$ cat src/rtl/tracker_pkg.sv
// Shared types for the solar-tracker sequencer.
//   state_e : sequencer FSM states
//   dir_e   : per-axis step decision
//   S_*     : codes driven on the s output toward the motion datapath
package tracker_pkg;

  typedef enum logic [2:0] {
    ST_IDLE,
    ST_SAMPLE,
    ST_CALC,
    ST_STEP_T,
    ST_STEP_P,
    ST_SETTLE,
    ST_DONE
  } state_e;

  typedef enum logic [1:0] {
    DIR_HOLD,
    DIR_POS,
    DIR_NEG
  } dir_e;

  localparam logic [1:0] S_IDLE   = 2'd0;
  localparam logic [1:0] S_AUTO   = 2'd1;
  localparam logic [1:0] S_MANUAL = 2'd2;

endpackage

$ cat src/rtl/tracker_sequencer_step_timer.sv
// Slot timer shared by the step slots and the settle wait.
//   clk, rst  : clock, synchronous active-high reset
//   clr_i     : return the counter to its idle (zero) value
//   en_i      : count this cycle
//   period_i  : slot length in clocks (>=1)
//   tc_o      : high on the last enabled cycle of the slot
// A zero count means "no slot in progress": the first enabled cycle loads
// period-1 and the counter runs down to 1, where the terminal count fires
// and the counter drops back to zero, ready for the next slot.
module step_timer #(
  parameter int TW = 8
) (
  input  logic          clk,
  input  logic          rst,
  input  logic          clr_i,
  input  logic          en_i,
  input  logic [TW-1:0] period_i,
  output logic          tc_o
);

  logic [TW-1:0] cnt_q, cnt_d;

  always_comb begin
    cnt_d = cnt_q;
    tc_o  = 1'b0;
    if (clr_i) begin
      cnt_d = '0;
    end else if (en_i) begin
      if (cnt_q == '0) begin
        if (period_i <= TW'(1)) begin
          tc_o = 1'b1;
        end else begin
          cnt_d = period_i - TW'(1);
        end
      end else if (cnt_q == TW'(1)) begin
        tc_o  = 1'b1;
        cnt_d = '0;
      end else begin
        cnt_d = cnt_q - TW'(1);
      end
    end
  end

  always_ff @(posedge clk) begin
    if (rst) cnt_q <= '0;
    else     cnt_q <= cnt_d;
  end

endmodule

$ cat src/rtl/tracker_sequencer.sv
// Two-axis (theta/phi) solar-tracker positioning sequencer.
//   clk, rst                 : clock, synchronous active-high reset
//   start                    : level, tracking enabled
//   mode_manual              : 1 manual / 0 auto, sampled on IDLE exit
//   sens_valid / sens_ready  : LDR sample handshake
//   R_vertical_1/2           : theta+ / theta- LDRs
//   R_horizontal_1/2         : phi+ / phi- LDRs
//   theta_manual, phi_manual : manual targets, sampled on IDLE exit
//   s                        : 0 idle, 1 auto, 2 manual
//   theta_actual, phi_actual : current positions in steps
//   step_*                   : one-cycle step pulses
//   busy, done               : activity flag, manual-complete pulse
//
// state     | meaning
// ST_IDLE   | waiting for start
// ST_SAMPLE | sens_ready high, waiting for an LDR sample
// ST_CALC   | one cycle, derive per-axis direction from latched sample
// ST_STEP_T | theta step slot(s)
// ST_STEP_P | phi step slot(s)
// ST_SETTLE | post-pass wait before resampling (auto)
// ST_DONE   | manual target reached, hold until start drops
module tracker_sequencer
  import tracker_pkg::*;
#(
  parameter int DW         = 16,
  parameter int DEADBAND   = 4,
  parameter int STEP_DIV   = 1000,
  parameter int SETTLE_CYC = 50000,
  parameter int THETA_MAX  = 180,
  parameter int PHI_MAX    = 90
) (
  input  logic          clk,
  input  logic          rst,
  input  logic          start,
  input  logic          mode_manual,
  input  logic          sens_valid,
  output logic          sens_ready,
  input  logic [DW-1:0] R_vertical_1,
  input  logic [DW-1:0] R_vertical_2,
  input  logic [DW-1:0] R_horizontal_1,
  input  logic [DW-1:0] R_horizontal_2,
  input  logic [DW-1:0] theta_manual,
  input  logic [DW-1:0] phi_manual,
  output logic [1:0]    s,
  output logic [DW-1:0] theta_actual,
  output logic [DW-1:0] phi_actual,
  output logic          step_theta_pos,
  output logic          step_theta_neg,
  output logic          step_phi_pos,
  output logic          step_phi_neg,
  output logic          busy,
  output logic          done
);

  localparam int TMAX = (STEP_DIV > SETTLE_CYC) ? STEP_DIV : SETTLE_CYC;
  localparam int TW   = $clog2(TMAX) + 1;
  localparam logic [TW-1:0] STEP_PERIOD   = TW'(STEP_DIV);
  localparam logic [TW-1:0] SETTLE_PERIOD = TW'(SETTLE_CYC);
  localparam logic [DW-1:0] TH_LIM        = DW'(THETA_MAX);
  localparam logic [DW-1:0] PH_LIM        = DW'(PHI_MAX);
  localparam logic [DW:0]   DB_EXT        = (DW+1)'(DEADBAND);

  // Compare one extra bit wide so R+DEADBAND cannot wrap.
  function automatic dir_e axis_dir(input logic [DW-1:0] r1, input logic [DW-1:0] r2,
                                    input logic [DW-1:0] pos, input logic [DW-1:0] lim);
    logic [DW:0] a;
    logic [DW:0] b;
    dir_e        d;
    a = {1'b0, r1};
    b = {1'b0, r2};
    d = DIR_HOLD;
    if (a > b + DB_EXT)      d = DIR_POS;
    else if (b > a + DB_EXT) d = DIR_NEG;
    if (d == DIR_POS && pos >= lim) d = DIR_HOLD;
    if (d == DIR_NEG && pos == '0)  d = DIR_HOLD;
    return d;
  endfunction

  function automatic logic [DW-1:0] clamp(input logic [DW-1:0] v, input logic [DW-1:0] lim);
    return (v > lim) ? lim : v;
  endfunction

  state_e        state_q, state_d;
  dir_e          dir_t_q, dir_t_d, dir_p_q, dir_p_d;
  logic          mode_q, mode_d;
  logic [DW-1:0] rv1_q, rv1_d, rv2_q, rv2_d, rh1_q, rh1_d, rh2_q, rh2_d;
  logic [DW-1:0] theta_tgt_q, theta_tgt_d, phi_tgt_q, phi_tgt_d;
  logic [DW-1:0] theta_q, theta_d, phi_q, phi_d;
  logic          tp_q, tp_d, tn_q, tn_d, pp_q, pp_d, pn_q, pn_d;
  logic          done_q, done_d;
  logic          tmr_clr, tmr_en, tmr_tc;
  logic [TW-1:0] tmr_period;

  step_timer #(.TW(TW)) u_timer (
    .clk      (clk),
    .rst      (rst),
    .clr_i    (tmr_clr),
    .en_i     (tmr_en),
    .period_i (tmr_period),
    .tc_o     (tmr_tc)
  );

  // Gating with start keeps a sample from being taken on the abort cycle.
  assign sens_ready = (state_q == ST_SAMPLE) && start;

  always_comb begin
    state_d     = state_q;
    dir_t_d     = dir_t_q;
    dir_p_d     = dir_p_q;
    mode_d      = mode_q;
    rv1_d       = rv1_q;
    rv2_d       = rv2_q;
    rh1_d       = rh1_q;
    rh2_d       = rh2_q;
    theta_tgt_d = theta_tgt_q;
    phi_tgt_d   = phi_tgt_q;
    theta_d     = theta_q;
    phi_d       = phi_q;
    tp_d        = 1'b0;
    tn_d        = 1'b0;
    pp_d        = 1'b0;
    pn_d        = 1'b0;
    done_d      = 1'b0;
    tmr_clr     = 1'b0;
    tmr_en      = 1'b0;
    tmr_period  = STEP_PERIOD;

    if (state_q != ST_IDLE && !start) begin
      state_d = ST_IDLE;
      tmr_clr = 1'b1;
    end else begin
      case (state_q)
        ST_IDLE: begin
          if (start) begin
            mode_d = mode_manual;
            if (mode_manual) begin
              theta_tgt_d = clamp(theta_manual, TH_LIM);
              phi_tgt_d   = clamp(phi_manual, PH_LIM);
              state_d     = ST_STEP_T;
            end else begin
              state_d = ST_SAMPLE;
            end
          end
        end
        ST_SAMPLE: begin
          if (sens_valid) begin
            rv1_d   = R_vertical_1;
            rv2_d   = R_vertical_2;
            rh1_d   = R_horizontal_1;
            rh2_d   = R_horizontal_2;
            state_d = ST_CALC;
          end
        end
        ST_CALC: begin
          dir_t_d = axis_dir(rv1_q, rv2_q, theta_q, TH_LIM);
          dir_p_d = axis_dir(rh1_q, rh2_q, phi_q, PH_LIM);
          state_d = ST_STEP_T;
        end
        ST_STEP_T: begin
          if (mode_q) begin
            if (theta_q == theta_tgt_q) begin
              state_d = ST_STEP_P;
            end else begin
              tmr_en = 1'b1;
              if (tmr_tc) begin
                if (theta_q < theta_tgt_q) begin
                  theta_d = theta_q + DW'(1);
                  tp_d    = 1'b1;
                end else begin
                  theta_d = theta_q - DW'(1);
                  tn_d    = 1'b1;
                end
                if (theta_d == theta_tgt_q) state_d = ST_STEP_P;
              end
            end
          end else begin
            tmr_en = 1'b1;
            if (tmr_tc) begin
              if (dir_t_q == DIR_POS) begin
                theta_d = theta_q + DW'(1);
                tp_d    = 1'b1;
              end else if (dir_t_q == DIR_NEG) begin
                theta_d = theta_q - DW'(1);
                tn_d    = 1'b1;
              end
              state_d = ST_STEP_P;
            end
          end
        end
        ST_STEP_P: begin
          if (mode_q) begin
            if (phi_q == phi_tgt_q) begin
              state_d = ST_DONE;
              done_d  = 1'b1;
            end else begin
              tmr_en = 1'b1;
              if (tmr_tc) begin
                if (phi_q < phi_tgt_q) begin
                  phi_d = phi_q + DW'(1);
                  pp_d  = 1'b1;
                end else begin
                  phi_d = phi_q - DW'(1);
                  pn_d  = 1'b1;
                end
                if (phi_d == phi_tgt_q) begin
                  state_d = ST_DONE;
                  done_d  = 1'b1;
                end
              end
            end
          end else begin
            tmr_en = 1'b1;
            if (tmr_tc) begin
              if (dir_p_q == DIR_POS) begin
                phi_d = phi_q + DW'(1);
                pp_d  = 1'b1;
              end else if (dir_p_q == DIR_NEG) begin
                phi_d = phi_q - DW'(1);
                pn_d  = 1'b1;
              end
              state_d = ST_SETTLE;
            end
          end
        end
        ST_SETTLE: begin
          tmr_en     = 1'b1;
          tmr_period = SETTLE_PERIOD;
          if (tmr_tc) state_d = ST_SAMPLE;
        end
        ST_DONE: begin
          state_d = ST_DONE;
        end
        default: state_d = ST_IDLE;
      endcase
    end
  end

  always_ff @(posedge clk) begin
    if (rst) begin
      state_q     <= ST_IDLE;
      dir_t_q     <= DIR_HOLD;
      dir_p_q     <= DIR_HOLD;
      mode_q      <= 1'b0;
      rv1_q       <= '0;
      rv2_q       <= '0;
      rh1_q       <= '0;
      rh2_q       <= '0;
      theta_tgt_q <= '0;
      phi_tgt_q   <= '0;
      theta_q     <= '0;
      phi_q       <= '0;
      tp_q        <= 1'b0;
      tn_q        <= 1'b0;
      pp_q        <= 1'b0;
      pn_q        <= 1'b0;
      done_q      <= 1'b0;
    end else begin
      state_q     <= state_d;
      dir_t_q     <= dir_t_d;
      dir_p_q     <= dir_p_d;
      mode_q      <= mode_d;
      rv1_q       <= rv1_d;
      rv2_q       <= rv2_d;
      rh1_q       <= rh1_d;
      rh2_q       <= rh2_d;
      theta_tgt_q <= theta_tgt_d;
      phi_tgt_q   <= phi_tgt_d;
      theta_q     <= theta_d;
      phi_q       <= phi_d;
      tp_q        <= tp_d;
      tn_q        <= tn_d;
      pp_q        <= pp_d;
      pn_q        <= pn_d;
      done_q      <= done_d;
    end
  end

  always_comb begin
    case (state_q)
      ST_IDLE: s = S_IDLE;
      ST_DONE: s = S_MANUAL;
      default: s = mode_q ? S_MANUAL : S_AUTO;
    endcase
  end

  assign busy           = (state_q != ST_IDLE) && (state_q != ST_DONE);
  assign done           = done_q;
  assign theta_actual   = theta_q;
  assign phi_actual     = phi_q;
  assign step_theta_pos = tp_q;
  assign step_theta_neg = tn_q;
  assign step_phi_pos   = pp_q;
  assign step_phi_neg   = pn_q;

endmodule
$ cat config.mk
export PLATFORM = sky130hd
export DESIGN_NAME = tracker_sequencer
export DESIGN_NICKNAME = d
export VERILOG_FILES = /design/src/rtl/tracker_pkg.sv /design/src/rtl/tracker_sequencer_step_timer.sv /design/src/rtl/tracker_sequencer.sv
export SDC_FILE = /design/constraint.sdc
export NUM_CORES = 1
export LEC_CHECK = 0
export CORE_UTILIZATION = 43
export CTS_CLUSTER_DIAMETER = 50
export DETAILED_ROUTE_END_ITERATION = 7
export GPL_ROUTABILITY_DRIVEN = 0
export HOLD_SLACK_MARGIN = 0.03
export PLACE_DENSITY = 0.67
export SETUP_SLACK_MARGIN = 0.3
export SKIP_CTS_REPAIR_TIMING = 1
export SYNTH_ARGS = -nofsm -noshare
export SYNTH_HDL_FRONTEND = slang
export SYNTH_SLANG_ARGS = --single-unit
$ cat constraint.sdc
create_clock -name clk -period 3.1 [get_ports clk]
set_input_delay 0.465 -clock clk [delete_from_list [all_inputs] [get_ports clk]]
set_output_delay 0.465 -clock clk [all_outputs]
set_load 0.02 [all_outputs]
==> results.txt <==
# setup viols final - 0
Final WS setup - 0.00708 ns
Worst-Skew Late Latency - 0.44 ns
Clk network pwr share - 30.4%
Hold wc startpoint - rst
Synth Area in Compound Gates - 16.5%
Syn Inst Count - 1566
Crit-path max cell delay - 0.44 ns
Multi-input logic area - 8790 um2
Synth area leaders - dfxtp_1 (27%), ha_1 (11%), nand2_1 (7.1%)
Clock sinks - 158
Root Driver - clkbuf_16
Internal power - 4650 uW
Status - complete, no violations
Yosys cell types - 73
Relative slew slack - 53.3%
DRT iter0 DRCs - 1085
GR met3 Demand/Resource - 3.97%
Hold EP - phi_actual[4]
Critical path launch point type - flip-flop
CTS HTree Levels - 4
Wire per inst - 17.2 um
Reg2reg end - state_q[1]
Crit path DAT - 3.46 ns
Antenna Nets Post-Route - 0
RSZ-0062 raised after global routing - yes
Die width - 167 um
Async set or reset register ratio after synthesis - 0%
Synth Area in Adders - 11.4%
Number of synthesized flops with an enable pin - 0
Hold Crit Class - in2reg
Placed wire-length estimate - 27100 um
# fillers - 2422
Switching share of power - 35.9%
CTS max path bufs - 2
Worst r2r src - phi_tgt_q[1]
DP Worst Slack - -0.102 ns
WP buf/inv - 3
All-layer global routing usage - 25.0%
Number of max-cap violations - 0
Net Switching - 2600 uW
GR peak layer - met2
Fraction of the mapped netlist area in simple logic gates - 27.6%
Pwr dens - 454 nW/um2
Die Footprint - 28000 um2
Post-synthesis xor/xnor area fraction - 9.95%
Dominant cell by count in the synthesized netlist - nand2_1
Routed vias/inst - 5.75
NumNets Final - 2001
Lkg Pwr - 0.00618 uW
Port bufs - 141
Total gr overflow - 0
Setup CP Type - reg2reg
M1 GR Usage - 33.3%
CTS tree - built
Register area - 3250 um2
Initial Util - 43.7%
Mux contribution to synthesized area - 2.61%
Post-synth top flop - dfxtp_1
Slew at the pin with the worst max-slew slack - 0.694 ns
Core area - 26900 um2
Post-placement cell area - 14400 um2
Crit. End Element - flip-flop
FP Rows - 60
Combinational group share of total power - 38.1%
FF+latch count, synth - 158
Cell count of the worst hold path - 2
Area delta synth->final - 35.8%
Register area share after synthesis - 26.9%
Syn. warnings - 0
Die Ht - 167 um
Initial antenna violation count - 1
Via count - 12.3k
R2R cell count - 14
Largest family of logic cells by synthesized area - simple AND/OR/NAND/NOR gates
Data required time of the worst path - 3.47 ns
Number of global-route vias before repair - 11.5k
I/O pin count - 142
Crit-path max FO - 5
Cell family with most CP delay - simple AND/OR/NAND/NOR gates
Critical-path cell list - inv_2 > ha_4 > nor2b_1 > o211ai_1 > a2111oi_4 > or3_4 > buf_6 > mux2i_2 > xnor2_1 > nand4_1 > nor4_2 > buf_4 > o311ai_2 > o2bb2ai_1
Largest net degree at the start of global routing - 65
# DRC - 0
Syn Nets - 1774
Total wire length - 36900 um
Pre-antenna DRT Iters - 8
Layout cell share with drive strength beyond 1 - 20.9%
Fin area - 16000 um2
Synth area leader - dfxtp_1
Number of inserted diodes - 0
Final-report hold violation count - 0
Period utilization - 99.8%
Top cells by count, synth - nand2_1 (222), dfxtp_1 (158), a21oi_1 (138), nor2_1 (113), ha_1 (107)
Max VDD drop - 402 uV
Share of the synthesized area in the top cell type - 26.9%
Skew final - 0.0151 ns
Clock-pin slew on the worst setup and hold paths - 0.07 ns
Met2 GRT Util - 41.6%
R2R Setup Slk - 0.007 ns
Reg power frac - 31.6%
Syn Area/Cell - 7.50 um2
Final Slew Violations - 0
Fmax - 323 MHz
Mapped cell area - 11800 um2
First-pass GRT wire length - 57500 um
Min Clock Period, post-route - 3.09 ns
CTS Buf Count - 17
Worst path slowest cell - or3_4
[registers in the layout, summed over array words and instances, names as in the netlist, 2 cells and up]
register / cells
dir_p_q: 2
rh1_q: 16
phi_tgt_q: 16
theta_actual: 16
u_timer.cnt_q: 17
phi_actual: 16
rh2_q: 16
theta_tgt_q: 16
rv2_q: 16
state_q: 3
dir_t_q: 2
rv1_q: 16
[final cells by class]
type | count | share of cell area (%)
well taps | 341 | 2.67
inverters | 64 | 1.52
multi-input cells | 1260 | 55.0
repair buffers | 292 | 16.7
clock buffers | 17 | 2.66
flip-flops and latches | 158 | 20.3
clock inverters | 14 | 1.08
[metrics by stage]
stage	utilization, %	instances	TNS (ns)	hold slack [ns]	total power, uW
after floorplan	-	1566	0	0.448	3870
after global placement	53.4	2085	-0.147	0.457	4660
after detailed placement	53.4	2085	-0.373	0.460	4700
after CTS	55.7	2116	-0.469	0.419	6910
after global routing	59.4	2146	-0.542	0.445	7610
final	59.4	2146	0	0.428	7250
[cell families (layout without fill, tap and decap cells)]
logic type,Yosys count,count (layout)
simple gates,667,667
flops,158,158
buf+inv,148,387
mux,30,30
compound gates,324,324
xor+xnor,132,132
fa+ha+maj,107,107
[worst max-delay path by stage]
stage	start	endpoint	slack [ns]	depth (start not counted)
finish	phi_tgt_q[1]	state_q[1]	0.007	14
CTS	theta_actual[0]	state_q[1]	-0.13	10
global placement	phi_tgt_q[1]	done	-0.06	14
floorplan	theta_actual[6]	state_q[1]	0.13	12
global route	phi_tgt_q[1]	state_q[1]	-0.13	14
detailed placement	theta_actual[0]	state_q[1]	-0.10	10
[worst register-to-register path, stage by stage (launching register included)]
cell	delay [ns]
dfxtp_2	0.34
inv_2	0.06
ha_4	0.23
nor2b_1	0.13
o211ai_1	0.30
a2111oi_4	0.13
or3_4	0.44
buf_6	0.14
mux2i_2	0.14
xnor2_1	0.23
nand4_1	0.16
nor4_2	0.29
buf_4	0.17
o311ai_2	0.11
o2bb2ai_1	0.16
[layer usage]
metal,vias up,share of wire (%)
met5,-,0.041
met4,2,2.3
met3,75,5.8
met2,437,47
met1,5807,45
li1,6015,-
[power by group through the flow]
| stage | sequential, uW | combinational [uW] | clock [uW] |
|---|---|---|---|
| 2_1_floorplan | 2270 | 1600 | 0 |
| 3_3_place_gp | 2310 | 2350 | 0 |
| 3_5_place_dp | 2320 | 2380 | 0 |
| 4_1_cts | 2270 | 2400 | 2240 |
| 5_1_grt | 2300 | 2990 | 2320 |
| 6_report | 2290 | 2760 | 2200 |
[cell usage in the layout (no fill, tap or decap), drive strengths merged, types with 6 or more instances in the layout]
cell type	synthesis	routed
or4	10	10
dfxtp	158	158
nor4	26	26
nand2b	7	7
or2	8	8
a21oi	138	138
o21a	17	17
nand4	39	39
nand2	222	222
nor2	114	114
o211ai	8	8
and4	6	6
buf	16	150
clkdlybuf4s50	0	140
and3	22	22
xnor2	62	62
a211oi	17	17
nor3	61	61
nor2b	15	15
mux2i	25	25
inv	64	73
xor2	69	69
nand3	87	87
clkbuf	68	19
a22oi	6	6
ha	107	107
and2	8	8
o21ai	81	81
a31oi	9	9
o2111ai	6	6
or3	28	28
a21o	6	6
Note: power is estimated with default switching activity, not from simulation.
